### src/rtl/cycle_controller.sv
// Instruction-cycle sequencer: FETCH -> DECODE -> EXECUTE -> [MEMORY] -> WRITEBACK, with HALT and FAULT.
// Latency: 4 states per instruction without MEMORY (plus fetch/memory wait cycles); pc updates on WRITEBACK exit.
// Backpressure: FETCH and MEMORY hold while mem_ready=0. Unbounded by default; with
// CYCLE_CONTROLLER_TIMEOUT_EN defined, TIMEOUT wait cycles without mem_ready force FAULT (exit by reset only).
module cycle_controller #(
    parameter int                ADDR_W   = 16,
    parameter logic [ADDR_W-1:0] RESET_PC = {ADDR_W{1'b0}},
    parameter int                TIMEOUT  = 255
) (
    input  logic              clk,
    input  logic              reset,
    input  logic              mem_ready,
    input  logic              mem_access,
    input  logic              jump,
    input  logic              beq,
    input  logic              bne,
    input  logic              compare,
    input  logic [ADDR_W-1:0] address,
    input  logic              halt_req,
    output logic [ADDR_W-1:0] pc,
    output logic [2:0]        state,
    output logic              mem_req,
    output logic              ir_load,
    output logic              reg_write,
    output logic              halted,
    output logic              fault
);

    typedef enum logic [2:0] {
        S_FETCH     = 3'd0,
        S_DECODE    = 3'd1,
        S_EXECUTE   = 3'd2,
        S_MEMORY    = 3'd3,
        S_WRITEBACK = 3'd4,
        S_HALT      = 3'd5,
        S_FAULT     = 3'd6
    } state_t;

    // The wait counter is 8 bits wide, so a wait bound outside 1..255 cannot be honoured.
    if ((TIMEOUT < 1) || (TIMEOUT > 255)) begin : g_timeout_range
        $error("cycle_controller: TIMEOUT must be in 1..255");
    end

    state_t            r_state;
    state_t            w_next;
    logic [ADDR_W-1:0] r_pc;
    logic              w_take;

    // Any true branch condition selects the target; jump and the conditional forms simply OR together.
    assign w_take = jump | (beq & compare) | (bne & ~compare);

`ifdef CYCLE_CONTROLLER_TIMEOUT_EN
    localparam logic [7:0] LP_LAST = 8'(TIMEOUT - 1);
    logic [7:0] r_wait;
    logic       w_expired;

    // The current cycle is the TIMEOUT-th one spent waiting in this handshake.
    assign w_expired = (r_wait >= LP_LAST);

    // Wait counter: cleared whenever the FSM changes state (covers FETCH/MEMORY entry), counts idle handshake cycles.
    always_ff @(posedge clk) begin
        if (reset) begin
            r_wait <= 8'd0;
        end else if (w_next != r_state) begin
            r_wait <= 8'd0;
        end else if (((r_state == S_FETCH) || (r_state == S_MEMORY)) && !mem_ready) begin
            r_wait <= r_wait + 8'd1;
        end
    end
`else
    logic w_expired;

    // Without the timeout option a handshake may wait forever.
    assign w_expired = 1'b0;
`endif

    // State register; reset overrides everything, including an in-flight handshake.
    always_ff @(posedge clk) begin
        if (reset) begin
            r_state <= S_FETCH;
        end else begin
            r_state <= w_next;
        end
    end

    // Next-state and handshake strobes; strobes depend only on the current state and mem_ready.
    always_comb begin
        w_next    = r_state;
        mem_req   = 1'b0;
        ir_load   = 1'b0;
        reg_write = 1'b0;
        case (r_state)
            S_FETCH: begin
                mem_req = 1'b1;
                if (mem_ready) begin
                    ir_load = 1'b1;
                    w_next  = S_DECODE;
                end else if (w_expired) begin
                    w_next = S_FAULT;
                end
            end
            S_DECODE: begin
                w_next = S_EXECUTE;
            end
            S_EXECUTE: begin
                w_next = mem_access ? S_MEMORY : S_WRITEBACK;
            end
            S_MEMORY: begin
                mem_req = 1'b1;
                if (mem_ready) begin
                    w_next = S_WRITEBACK;
                end else if (w_expired) begin
                    w_next = S_FAULT;
                end
            end
            S_WRITEBACK: begin
                // halt_req is only looked at here, so an instruction is never aborted midway.
                reg_write = 1'b1;
                w_next    = halt_req ? S_HALT : S_FETCH;
            end
            S_HALT: begin
                if (!halt_req) begin
                    w_next = S_FETCH;
                end
            end
            S_FAULT: begin
                w_next = S_FAULT;
            end
            default: begin
                w_next = S_FETCH;
            end
        endcase
    end

    // Program counter: advances (or branches) only as WRITEBACK is left; held in every other state.
    always_ff @(posedge clk) begin
        if (reset) begin
            r_pc <= RESET_PC;
        end else if (r_state == S_WRITEBACK) begin
            r_pc <= w_take ? address : (r_pc + {{(ADDR_W-1){1'b0}}, 1'b1});
        end
    end

    assign pc     = r_pc;
    assign state  = r_state;
    assign halted = (r_state == S_HALT);
`ifdef CYCLE_CONTROLLER_TIMEOUT_EN
    assign fault  = (r_state == S_FAULT);
`else
    assign fault  = 1'b0;
`endif

endmodule

### config.mk
export PLATFORM = sky130hd
export DESIGN_NAME = cycle_controller
export DESIGN_NICKNAME = d
export VERILOG_FILES = /design/src/rtl/cycle_controller.sv
export SDC_FILE = /design/constraint.sdc
export NUM_CORES = 1
export LEC_CHECK = 0
export ABC_CLOCK_PERIOD_IN_PS = 2400
export CAP_MARGIN = 5
export CORE_MARGIN = 1.5
export CORE_UTILIZATION = 44
export DETAILED_ROUTE_END_ITERATION = 16
export PLACE_DENSITY = 0.77
export SYNTH_ARGS = -nofsm -noshare
export SYNTH_HDL_FRONTEND = slang
export SYNTH_SLANG_ARGS = --single-unit
### constraint.sdc
create_clock -name clk -period 2.4 [get_ports clk]
set_input_delay 0.36 -clock clk [delete_from_list [all_inputs] [get_ports clk]]
set_output_delay 0.36 -clock clk [all_outputs]
set_load 0.005 [all_outputs]
==> summary.txt <==
Routing
  • Highest metal used: met4
  • Remaining DRCs: 0
  • Final WL: 3860 µm
  • DRT iter0 DRCs: 78
  • Post-route ant nets: 0
  • Met1 WL: 1680 µm
  • Drt first pass iters: 5
  • Via count: 1500
  • Metal2 WL: 1860 µm
  • WL met3: 236 µm
  • Via density: 6.12
  • Wire per inst: 15.7 µm

Power
  • Worst IR drop on VDD: 0.298 mV
  • PD cells: 374 nW/µm²
  • Total power: 678 µW
  • Leakage: 0.000649 µW

Timing
  • RSZ-0062 raised after global routing: no
  • Fmax: 0.436 GHz
  • Final min period: 2.30 ns
  • Final Hold Vio Count: 0
  • Final Skew: 0.00696 ns
  • Slew Viols, Final: 0
  • Count of final setup violators: 0
  • Fin crit share: 0.956
  • Setup_tns: 0 ns

Layout
  • Commonest non-fill, non-tap cells in the layout: 47 x clkdlybuf4s50_1, 19 x nand2_1, 18 x dfxtp_1
  • Antenna Cells: 0
  • Area added between synthesis and finish: 40.0%
  • Fill count: 272
  • Final cell utilization of the core: 0.651
  • Most common cell after layout, fill and taps aside: clkdlybuf4s50_1
  • Final #Nets: 241
  • Layout cells sized above 1: 0.0701

Global routing
  • Total GRT Usage: 0.244
  • Largest net degree at the start of global routing: 17
  • Initial antenna violation count: 0
  • Total grt overflow: 0
  • Global-route wire length before repair: 6470 µm
  • Vias in the first global route: 1437

CTS
  • Root Buffer Master: clkbuf_4
  • Setup Buffers After CTS: 0
  • CTS H-Tree Depth: 1
  • Hold buffers post-CTS: 0
  • Largest buffer count on any clock path: 2
  • CTS sink cnt: 19
  • Worst-path clk slew: 0.11 ns
  • CTS Buf Count: 3
  • CTS tree: built
  • Insertion delay to the later sink of the worst-skew pair: 0.30 ns

Setup path
  • Worst EP arrival: 1.94 ns
  • Worst Path Max Fanout: 12
  • CP peak stage delay: 0.57 ns
  • Required time of the critical path: 2.04 ns
  • Crit. End Element: primary output
  • Worst Setup Start Kind: flip-flop
  • CP cell instances: or3b_1 -> inv_1 -> clkdlybuf4s50_1
  • Top Family by Delay on Critical Path: buffers and inverters
  • Crit path kind: flip-flop to primary output
  • Slowest cell on crit path: or3b_1
  • Crit path buffers/inverters: 2

Placed design
  • Post-detail-place hpwl: 2840 µm
  • GP Congestion: 0.807
  • Port bufs: 47

Yosys
  • FF+latch count, synth: 19
  • Syn_nets: 197
  • Main synth FF type: dfxtp_1
  • Share of the synthesized area in the top cell type: 0.294
  • Post-synth EDFFs: 0
  • Ys async rst share: 0
  • Post-synthesis sequential area ratio: 0.294
  • Post-Synthesis Cells: 171
  • Synthesis Warnings: 0
  • Synthesized area: 1290 µm²
  • Area leader, netlist: dfxtp_1
  • Synth top area cells: dfxtp_1 29%, nand2_1 5.5%, a21oi_1 4.6%
  • Avg Inst Size Synth: 7.57 µm²
  • Synth cell types: 45

Run status
  • Status: finished clean

Floorplan
  • Die area: 3270 µm²
  • Starting Density: 0.465
  • Width of the die: 57.2 µm
  • # rows: 19
  • Top Ports: 49
  • CORE AREA: 2780 µm²
  • Die Y: 57.2 µm

Min path
  • Worst min path class: flip-flop to flip-flop

Run
  • Max_cap viols: 0
-- Yosys cell counts (2+ instances only) --
master	number
o21ai_0	12
nand4_1	6
clkbuf_1	9
nor4b_1	2
buf_2	3
nor2_1	6
o32ai_1	2
inv_1	5
a21o_1	4
dfxtp_1	19
buf_4	2
and3_1	7
nor4_1	5
o31a_1	4
nand2_1	19
or4_1	4
and4_1	5
a2bb2oi_1	2
mux2i_1	3
nand3_1	11
a21oi_1	12
and3b_1	2
mux2_2	2
a31oi_1	4
-- power breakdown --
part	total (µW)	switching [µW]	internal, µW
combinational	164	67.6	96.2
sequential	345	19.8	326
clock	169	104	64.8
-- worst register-to-register path, cell delays in order (launching register included) --
cell and delay (ns):
dfxtp_1 0.45, or3b_1 0.57, buf_4 0.23, or4_1 0.51, a31oi_1 0.17
-- state kept, by name, indices dropped and copies added (netlist names) --
register,count
state,3
pc,16
-- final cells by class --
cell class	count	area (µm²)	share of cell area
Multi-Input combinational cell	130	812	0.448
Timing Repair Buffer	55	531	0.293
Sequential cell	19	382	0.211
Tap cell	31	38.8	0.0214
Clock buffer	4	26.3	0.0145
Inverter	6	22.5	0.0124
-- per-stage QoR --
step	cells	hold WS, ns	worst slack [ns]	area [µm²]
6_report	245	0.514	0.105	1810
5_1_grt	245	0.547	0.00857	1810
4_1_cts	245	0.514	0.0802	1810
3_5_place_dp	241	0.498	0.242	1780
3_3_place_gp	241	0.485	0.291	1780
2_1_floorplan	171	0.484	0.640	1290
-- layer usage --
layer | vias up | global-route usage
li1 | 738 | -
met1 | 692 | 0.316
met2 | 62 | 0.411
met3 | 8 | 0.0385
met4 | 0 | 0.0930
met5 | - | 0
-- timing repair --
| action | CTS | global route |
|---|---|---|
| resized for setup | 0 | 1 |
| endpoints found under the hold margin | 0 | 0 |
| endpoints found under the setup margin | 0 | 1 |
-- path summary, 6_finish.rpt --
path	from	cells after the start	endpoint	slack [ns]
max	state[1]	3	reg_write	0.10
min	pc[7]	2	pc[7]	0.51
max reg2reg	state[1]	4	pc[12]	0.40
min reg2reg	pc[7]	2	pc[7]	0.51
-- cells by family after synthesis --
family,share of synthesized area
AOI/OAI and AO/OA,0.255
xor gates and xnor gates,0.00677
adders and majority gates,0.00967
buffers and inverters,0.0783
DFF,0.294
muxes,0.0406
other,0.00290
and+or+nand+nor,0.312
Power figures use the tool's default switching activity.
